## config.mk

```make
export PLATFORM = sky130hd
export DESIGN_NAME = noc_vc_requester_flat
export DESIGN_NICKNAME = d
export VERILOG_FILES = /design/src/rtl/noc_vc_requester_if.sv /design/src/rtl/noc_vc_requester.sv /design/src/flat_wrapper.sv
export SDC_FILE = /design/constraint.sdc
export NUM_CORES = 1
export LEC_CHECK = 0
export ABC_CLOCK_PERIOD_IN_PS = 5100
export BUFFER_PORTS_ARGS = -buffer_cell sky130_fd_sc_hd__buf_2
export CORE_UTILIZATION = 45
export CTS_CLUSTER_DIAMETER = 60
export DETAILED_ROUTE_END_ITERATION = 10
export PLACE_DENSITY = 0.65
export SLEW_MARGIN = 5
export SYNTH_ARGS = -nofsm -noshare
export SYNTH_HDL_FRONTEND = slang
export SYNTH_SLANG_ARGS = --single-unit
```

## constraint.sdc

```tcl
create_clock -name clk -period 5.1 [get_ports clk]
set_input_delay 0.51 -clock clk [delete_from_list [all_inputs] [get_ports clk]]
set_output_delay 0.51 -clock clk [all_outputs]
set_load 0.01 [all_outputs]
```

## src/rtl/noc_vc_requester_if.sv

```systemverilog
// Handshake bundle between the requester flit buffer and its neighbours.
// Groups upstream push, arbiter request/grant/update, downstream flit and error.
// slave: the requester's view. master: the environment's view (upstream, arbiter, output port).
interface noc_vc_requester_if #(
    parameter int FLIT_W = 34
);
    logic              in_valid_i;
    logic [FLIT_W-1:0] in_flit_i;
    logic              in_ready_o;
    logic [1:0]        req_o;
    logic [1:0]        grant_i;
    logic              update_o;
    logic              out_valid_o;
    logic [FLIT_W-1:0] out_flit_o;
    logic [1:0]        out_sel_o;
    logic              out_ready_i;
    logic              err_o;

    modport slave (
        input  in_valid_i, in_flit_i, grant_i, out_ready_i,
        output in_ready_o, req_o, update_o, out_valid_o, out_flit_o, out_sel_o, err_o
    );

    modport master (
        output in_valid_i, in_flit_i, grant_i, out_ready_i,
        input  in_ready_o, req_o, update_o, out_valid_o, out_flit_o, out_sel_o, err_o
    );
endinterface

```

## src/rtl/noc_vc_requester.sv

```systemverilog
// Input-port flit buffer that requests one of two outputs per packet and forwards flits while granted.
// Latency: push->head visible 1 cycle, ->req 2 cycles, ->first flit out 3 cycles with immediate grant.
// Backpressure: in_ready_o drops when the FIFO is full; output stalls on missing grant or out_ready_i.
// Ports: clk, arst (async active-low), bus (slave modport): in_* push side, req_o/grant_i/update_o
// toward the arbiter, out_* flit toward the output port, err_o pulse on dropped orphan body/tail.
module noc_vc_requester #(
    parameter int FLIT_W    = 34,
    parameter int DEPTH     = 4,
    parameter int ROUTE_BIT = 0
) (
    input  logic                  clk,
    input  logic                  arst,
    noc_vc_requester_if.slave     bus
);
    localparam int CNT_W = $clog2(DEPTH + 1);
    localparam int PTR_W = $clog2(DEPTH);
    localparam logic [CNT_W-1:0] FULL = CNT_W'(DEPTH);

    localparam logic [1:0] TY_SINGLE = 2'b00;
    localparam logic [1:0] TY_HEAD   = 2'b01;
    localparam logic [1:0] TY_BODY   = 2'b10;
    localparam logic [1:0] TY_TAIL   = 2'b11;

    typedef enum logic [1:0] {IDLE, REQ, SEND} state_t;

    logic [FLIT_W-1:0] mem [DEPTH];
    logic [PTR_W-1:0]  wr_ptr, rd_ptr;
    logic [CNT_W-1:0]  count;
    state_t            state, state_nxt;
    logic              route_q, route_nxt;

    logic [FLIT_W-1:0] head_flit;
    logic [1:0]        head_type;
    logic              fifo_nempty, is_head, is_orphan, pkt_end;
    logic [1:0]        req;
    logic              granted, push, pop, xfer;
    logic              out_valid, update, drop;

    assign head_flit   = mem[rd_ptr];
    assign head_type   = head_flit[FLIT_W-1 -: 2];
    assign fifo_nempty = (count != '0);
    assign is_head     = (head_type == TY_HEAD) || (head_type == TY_SINGLE);
    assign is_orphan   = (head_type == TY_BODY) || (head_type == TY_TAIL);
    assign pkt_end     = (head_type == TY_TAIL) || (head_type == TY_SINGLE);

    // Request is a pure decode of registered state and the latched route, so it
    // stays constant for the whole packet and the arbiter's grant cannot move.
    assign req     = (state != IDLE) ? {route_q, ~route_q} : 2'b00;
    assign granted = |(bus.grant_i & req);

    assign push = bus.in_valid_i & bus.in_ready_o;
    assign xfer = out_valid & bus.out_ready_i;
    assign pop  = xfer | drop;

    // FIFO storage: unreset, contents are only meaningful below count.
    always_ff @(posedge clk) begin
        if (push) begin
            mem[wr_ptr] <= bus.in_flit_i;
        end
    end

    always_ff @(posedge clk or negedge arst) begin
        if (!arst) begin
            wr_ptr <= '0;
            rd_ptr <= '0;
            count  <= '0;
        end else begin
            if (push) wr_ptr <= wr_ptr + PTR_W'(1);
            if (pop)  rd_ptr <= rd_ptr + PTR_W'(1);
            case ({push, pop})
                2'b10:   count <= count + CNT_W'(1);
                2'b01:   count <= count - CNT_W'(1);
                default: count <= count;
            endcase
        end
    end

    // FSM state register
    always_ff @(posedge clk or negedge arst) begin
        if (!arst) begin
            state   <= IDLE;
            route_q <= 1'b0;
        end else begin
            state   <= state_nxt;
            route_q <= route_nxt;
        end
    end

    // FSM next state
    always_comb begin
        state_nxt = state;
        route_nxt = route_q;
        case (state)
            IDLE: begin
                if (fifo_nempty && is_head) begin
                    state_nxt = REQ;
                    route_nxt = head_flit[ROUTE_BIT];
                end
            end
            REQ: begin
                if (granted) state_nxt = SEND;
            end
            SEND: begin
                // A head seen mid-packet is just forwarded; only tail/single ends it.
                if (xfer && pkt_end) state_nxt = IDLE;
            end
            default: state_nxt = IDLE;
        endcase
    end

    // FSM outputs
    always_comb begin
        out_valid = 1'b0;
        update    = 1'b0;
        drop      = 1'b0;
        case (state)
            IDLE: drop = fifo_nempty && is_orphan;
            SEND: begin
                out_valid = fifo_nempty && granted;
                update    = out_valid && bus.out_ready_i && pkt_end;
            end
            default: ;
        endcase
    end

    assign bus.in_ready_o  = (count != FULL);
    assign bus.req_o       = req;
    assign bus.out_sel_o   = req;
    assign bus.out_valid_o = out_valid;
    assign bus.out_flit_o  = head_flit;
    assign bus.update_o    = update;
    assign bus.err_o       = drop;
endmodule

```

## src/flat_wrapper.sv

```systemverilog
// flat-port wrapper written by rule: the top's interface ports become plain ports
module noc_vc_requester_flat 
#(
    parameter int FLIT_W    = 34,
    parameter int DEPTH     = 4,
    parameter int ROUTE_BIT = 0
)
  (clk, arst, bus_in_valid_i, bus_in_flit_i, bus_grant_i, bus_out_ready_i, bus_in_ready_o, bus_req_o, bus_update_o, bus_out_valid_o, bus_out_flit_o, bus_out_sel_o, bus_err_o);
  noc_vc_requester_if #(.FLIT_W(FLIT_W)) bus_i ();
  input  logic clk;
  input  logic arst;
  input wire logic [$bits(bus_i.in_valid_i)-1:0] bus_in_valid_i;
  input wire logic [$bits(bus_i.in_flit_i)-1:0] bus_in_flit_i;
  input wire logic [$bits(bus_i.grant_i)-1:0] bus_grant_i;
  input wire logic [$bits(bus_i.out_ready_i)-1:0] bus_out_ready_i;
  output wire logic [$bits(bus_i.in_ready_o)-1:0] bus_in_ready_o;
  output wire logic [$bits(bus_i.req_o)-1:0] bus_req_o;
  output wire logic [$bits(bus_i.update_o)-1:0] bus_update_o;
  output wire logic [$bits(bus_i.out_valid_o)-1:0] bus_out_valid_o;
  output wire logic [$bits(bus_i.out_flit_o)-1:0] bus_out_flit_o;
  output wire logic [$bits(bus_i.out_sel_o)-1:0] bus_out_sel_o;
  output wire logic [$bits(bus_i.err_o)-1:0] bus_err_o;
  assign bus_i.in_valid_i = bus_in_valid_i;
  assign bus_i.in_flit_i = bus_in_flit_i;
  assign bus_i.grant_i = bus_grant_i;
  assign bus_i.out_ready_i = bus_out_ready_i;
  assign bus_in_ready_o = bus_i.in_ready_o;
  assign bus_req_o = bus_i.req_o;
  assign bus_update_o = bus_i.update_o;
  assign bus_out_valid_o = bus_i.out_valid_o;
  assign bus_out_flit_o = bus_i.out_flit_o;
  assign bus_out_sel_o = bus_i.out_sel_o;
  assign bus_err_o = bus_i.err_o;
  noc_vc_requester #(.FLIT_W(FLIT_W), .DEPTH(DEPTH), .ROUTE_BIT(ROUTE_BIT)) u_core (.clk(clk), .arst(arst), .bus(bus_i));
endmodule
```

## Word-level counts from Yosys, hierarchy flattened

Memory sizes are Yosys's and may differ from the RTL's.
Index checks and enable logic that the tools add are counted.

| operators by class | value |
|---|---|
| reduce and logical (&&, ||, !) cells | 17 |
| add/subtract/negate cells | 4 |
| mux-type cells | 11 |
| bitwise logic cells | 5 |
| equality and inequality tests | 11 |

Operators with widths:

| cell | count |
|---|---|
| equality test 2 bit, second input constant | 4 |
| 2-to-1 mux 2 bit | 4 |
| equality test 2 x 1 -> 1 bit, second input constant | 3 |
| logical AND 1 bit | 6 |
| inequality test 2 x 1 -> 1 bit, second input constant | 3 |
| one-hot mux 2 bit (3 select lines) | 1 |
| one-hot mux 3 bit (2 select lines) | 1 |
| 2-to-1 mux 1 bit | 5 |
| adder 2 x 1 -> 2 bit, second input constant | 2 |
| logical NOT 2 bit | 2 |
| nonzero test 2 bit | 2 |
| adder 3 x 1 -> 3 bit, second input constant | 1 |
| logical OR 1 bit | 3 |
| inequality test 3 bit, second input constant | 1 |
| AND reduction 3 bit | 1 |
| nonzero test 3 bit | 1 |
| subtractor 3 x 1 -> 3 bit, second input constant | 1 |
| AND 1 bit | 2 |
| AND 2 bit | 1 |
| AND reduction 2 bit | 1 |
| OR reduction 2 bit | 1 |
| NOT 1 bit | 1 |
| bitwise OR 1 bit | 1 |

| word-level totals | value |
|---|---|
| bits in registers | 10 |
| RAM bits | 136 |
| output and inout bits | 42 |
| memories | 1 |
| logic and storage cells | 54 |
| input port bits | 40 |

Memories:

| name | depth | bits a word | read ports | clocked after Yosys merged registers in | wr ports | RTL line | source |
|---|---|---|---|---|---|---|---|
| u_core.mem | 4 | 34 | 1 | 0 | 1 | noc_vc_requester.sv:26 | `logic [FLIT_W-1:0] mem [DEPTH];` |

## Longest topological paths before layout

| depth | value |
|---|---|
| depth in word-level cells | 10 |
| depth in mapped cells | 12 |
| depth with buffers taken out | 11 |

## Least setup slack after synthesis

OpenSTA, ideal clock, no wires.

| timing path | value |
|---|---|
| path type | reg-to-reg |
| start point | register u_core.rd_ptr[0] |
| end point | register u_core.count[1] |
| arrival | 2.596 ns |
| slack | 2.421 ns |
| cell stages (with the launch flop) | 10 |
| data required time | 5.017 ns |
| setup time | 0.083 ns |
| cell sequence | dfrtp_1 -> buf_6 -> mux4_1 -> ha_1 -> o21ai_0 -> a21oi_1 -> ha_1 -> inv_1 -> fa_1 -> o21ai_0 |

| between the ends | value |
|---|---|
| word-level cells in the longest chain between the ends | 8 |
| elaborated cells between the ends (all ways) | 11 |
| classes of those cells | eq/ne (4); mux (2); bitwise (1); reduce/logical (3); memory (1) |

Ends and longest elaborated chain:

| item | RTL line | source |
|---|---|---|
| start, declared | noc_vc_requester.sv:27 | `logic [PTR_W-1:0] wr_ptr, rd_ptr;` |
| start signal, assigned | noc_vc_requester.sv:69 | `if (pop) rd_ptr <= rd_ptr + PTR_W'(1);` |
| memory (4 x 34 bit) (*) | n/a |  |
| net bus_out_flit_o[33] | flat_wrapper.sv:20 | `output wire logic [$bits(bus_i.out_flit_o)-1:0] bus_out_flit_o;` |
| equality test 2 bit | noc_vc_requester.sv:43 | `assign is_orphan = (head_type == TY_BODY) \|\| (head_type == TY_TAIL);` |
| logical OR 1 bit (*) | noc_vc_requester.sv:43 |  |
| logical AND 1 bit (*) | noc_vc_requester.sv:117 | `IDLE: drop = fifo_nempty && is_orphan;` |
| 2-to-1 mux 1 bit (*) | noc_vc_requester.sv:116 | `case (state)` |
| bitwise OR 1 bit (*) | noc_vc_requester.sv:53 | `assign pop = xfer \| drop;` |
| net u_core.pop | noc_vc_requester.sv:36 | `logic granted, push, pop, xfer;` |
| equality test 2 x 1 -> 1 bit / equality test 2 bit (equally long branches) | noc_vc_requester.sv:70 | `case ({push, pop})` |
| one-hot mux 3 bit (2 select lines) / nonzero test 2 bit (equally long branches) | n/a |  |
| end signal, assigned | noc_vc_requester.sv:71 | `2'b10: count <= count + CNT_W'(1);` |
| end signal, assigned | noc_vc_requester.sv:72 | `2'b01: count <= count - CNT_W'(1);` |
| end signal, assigned | noc_vc_requester.sv:73 | `default: count <= count;` |
| end, declared | noc_vc_requester.sv:28 | `logic [CNT_W-1:0] count;` |

Mark *: on every way through the listed nets, which the timed path passes. The rest lies on a longest branch.
A chain may end at the register's enable or synchronous reset.

## Worst setup path after layout

| timing path | value |
|---|---|
| start point | register u_core.rd_ptr[1] |
| end point | register u_core.count[2] |

| between the ends | value |
|---|---|
| word-level cells in the longest chain between the ends | 8 |
| elaborated cells between the ends (all ways) | 11 |
| classes of those cells | eq/ne (4); mux (2); bitwise (1); reduce/logical (3); memory (1) |

Ends and longest elaborated chain:

| item | RTL line |
|---|---|
| memory (4 x 34 bit) (*) | n/a |
| equality test 2 bit | noc_vc_requester.sv:43 |
| logical OR 1 bit (*) | noc_vc_requester.sv:43 |
| logical AND 1 bit (*) | noc_vc_requester.sv:117 |
| 2-to-1 mux 1 bit (*) | noc_vc_requester.sv:116 |
| bitwise OR 1 bit (*) | noc_vc_requester.sv:53 |
| net u_core.pop | noc_vc_requester.sv:36 |
| equality test 2 x 1 -> 1 bit / equality test 2 bit (equally long branches) | noc_vc_requester.sv:70 |
| one-hot mux 3 bit (2 select lines) / nonzero test 2 bit (equally long branches) | n/a |

Marked as above.

==> summary.md <==
| Metric | Value |
|---|---|
| Gr usage total | 16.1% |
| Antenna violations before repair | 0 |
| Mapped Nets | 299 |
| Unrepaired setup endpoints after global routing | no |
| Vias in the first global route | 2721 |
| Avg WL per Cell | 17.8 µm |
| Rel. slew slack | 38.6% |
| Startpoint class of the critical path | flip-flop |
| Ys Warns | 0 |
| # port buffers | 81 |
| Largest net degree at the start of global routing | 36 |
| DRC viols | 0 |
| Worst skew pair latency | 0.41 ns |
| Synth cell count leaders | edfxtp_1, mux4_2, dfrtp_1 |
| FF+latch count, synth | 146 |
| Hold Fails Final Rpt | 0 |
| Crit Path Class | reg2reg |
| First-pass GRT wire length | 14.6 mm |
| Pre-Repair DR Iteration Count | 4 |
| Final setup margin | 1.87 ns |
| Remaining global-route overflow | 0 |
| Vias per cell | 5.04 |
| Post-route ant nets | 0 |
| Mapped Area | 5600 µm² |
| Area delta synth->final | 19.6% |
| Initial Util | 46.5% |
| Vias | 2617 |
| Die Y | 114 µm |
| Status | finished clean |
| Synth area leaders | edfxtp_1, mux4_2, dfrtp_1 |
| Routed WL | 9.26 mm |
| Synth Instances | 249 |
| DPL Wire Length | 5.50 mm |
| Post-route clock skew | 0.00864 ns |
| # diodes | 0 |
| Core box area | 12100 µm² |
| Setup WS pre-CTS | 1.83 ns |
| Clock-pin slew on the worst setup and hold paths | 0.06 ns |
| CP max FO | 35 |
| TritonCTS buffer count | 17 |
| CTS tree | built |
| PwrDens | 601 nW/µm² |
| Setup tns final | 0 ns |
| CP required | 5.44 ns |
| Crit end category | flip-flop |
| Most common cell in the netlist | edfxtp_1 |
| Post-synth EDFFs | 136 |
| Final Critical Period | 3.23 ns |
| Gp weighted congestion | 0.734 |
| MaxCap Viol Count | 0 |
| Distinct cells, synth | 30 |
| Layout cells sized above 1 | 42.2% |
| Seq/Total Area, Yosys | 77.4% |
| Post-route design area | 6700 µm² |
| Async SR Flop Fraction | 6.85% |
| Multi-input logic area | 1170 µm² |
| I/O pin count | 82 |
| Setup violations, final | 0 |
| Synth top area share | 72.9% |
| Tcrit/Tclk final | 63.3% |
| CTS sink count | 146 |
| Final Max Slew Viols | 0 |
| Pleak | 2.40 nW |
| Maximum VDD drop | 0.000322 V |
| CP Data Arrival Time | 3.56 ns |
| CTS HTree Levels | 4 |
| DRT iter0 DRCs | 147 |
| Rows | 40 |
| # nets final | 391 |
| Min-delay worst type | in2reg |
| FF/Latch Area | 4340 µm² |
| Largest area contributor in the netlist | edfxtp_1 |
| Top FF cell, synth | edfxtp_1 |
| Placed Area | 6170 µm² |
| Fillers | 947 |
| CTS root buf | clkbuf_16 |
| Worst-Margin Slew | 0.921 ns |
| Die Width | 114 µm |
| Avg Cell Area, Syn | 22.5 µm² |
| F_max | 310 MHz |
| Die area | 12900 µm² |
| Clk buf depth | 2 |
[sequential cells by signal (all words and copies together), names as in the netlist]
| register | flops |
|---|---|
| u_core.rd_ptr | 2 |
| u_core.count | 3 |
| u_core.state | 2 |
| u_core.route_q | 1 |
| u_core.mem | 136 |
| u_core.wr_ptr | 2 |
[per-layer routing]
| layer | vias up | global-route usage (%) | wire (µm) | share of wire [%] |
|---|---|---|---|---|
| met2 | 88 | 26.9 | 4800 | 52 |
| met4 | 0 | 7.89 | 127 | 1.4 |
| met5 | - | 0 | 0 | 0 |
| met1 | 1317 | 19.3 | 3800 | 41 |
| li1 | 1203 | - | - | - |
| met3 | 9 | 4.62 | 532 | 5.7 |
[worst paths after layout]
| check | from | cells after the start | slack (ns) | endpoint |
|---|---|---|---|---|
| setup / recovery | u_core.rd_ptr[1] | 11 | 1.87 | u_core.count[2] |
| hold / removal | bus_in_flit_i[7] | 1 | 0.32 | u_core.mem[2][7] |
| setup reg to reg | u_core.rd_ptr[1] | 11 | 1.87 | u_core.count[2] |
| hold reg to reg | u_core.count[0] | 1 | 0.52 | u_core.count[0] |
| max in group asynchronous | arst | 2 | 4.40 | u_core.rd_ptr[0] |
| min in group asynchronous | arst | 2 | 0.49 | u_core.count[0] |
[cells by family after synthesis]
kind of cell	after synthesis	share of synthesized area, %
buffers and inverters	19	1.81
AND/OR/NAND/NOR	24	2.34
multiplexers	37	14.4
adder cells (fa/ha/maj)	10	2.37
XOR/XNOR	6	0.938
flip-flops	146	77.4
AO/OA/AOI/OAI	7	0.782
[layout make-up]
cell class | instances | area share [%]
Clock inverter | 11 | 1.46
Timing Repair Buffer | 83 | 6.31
Inverter | 9 | 0.504
Multi-Input combinational cell | 84 | 17.5
Tap cell | 168 | 3.14
Sequential cell | 146 | 64.7
Clock buffer | 18 | 6.40
[critical path, stage by stage, from the launching register on]
cell	delay, ns
dfrtp_2	0.95
mux4_2	0.47
inv_1	0.11
ha_1	0.14
o21ai_0	0.15
a21oi_1	0.28
ha_1	0.23
inv_1	0.06
fa_1	0.37
xor2_1	0.15
nor2_1	0.11
xor2_1	0.14
[where the power goes]
group | internal [W] | switching (W) | total (W)
clock network | 0.000696 | 0.000418 | 0.00111
logic | 0.000554 | 0.000580 | 0.00113
registers | 0.00160 | 0.000177 | 0.00178
total | 0.00285 | 0.00117 | 0.00403
[per-stage QoR]
stage	power (W)	std cells	utilization [%]	hold WS, ns
final	0.00403	519	55.6	0.318
after global routing	0.00424	519	55.6	0.306
after CTS	0.00409	519	55.6	0.297
after detailed placement	0.00297	489	51.1	0.392
after global placement	0.00295	489	51.1	0.387
after floorplan	0.00257	249	-	0.214
[timing repair]
item | 4_1_cts | 5_1_grt
hold buffers | 1 | 0
resized for setup | 0 | 0
hold endpoints to repair | 10 | 0
setup endpoints to repair | 0 | 0
setup buffers | 0 | 0
[cells in the final DEF (no fill, tap or decap), drive strengths merged, types with 4 or more instances in the layout]
master	n
edfxtp	136
nor2	6
buf	82
mux4	34
ha	9
clkbuf	18
and3	4
dfrtp	10
inv	9
clkinv	9
nor3	4
Power figures use the tool's default switching activity.
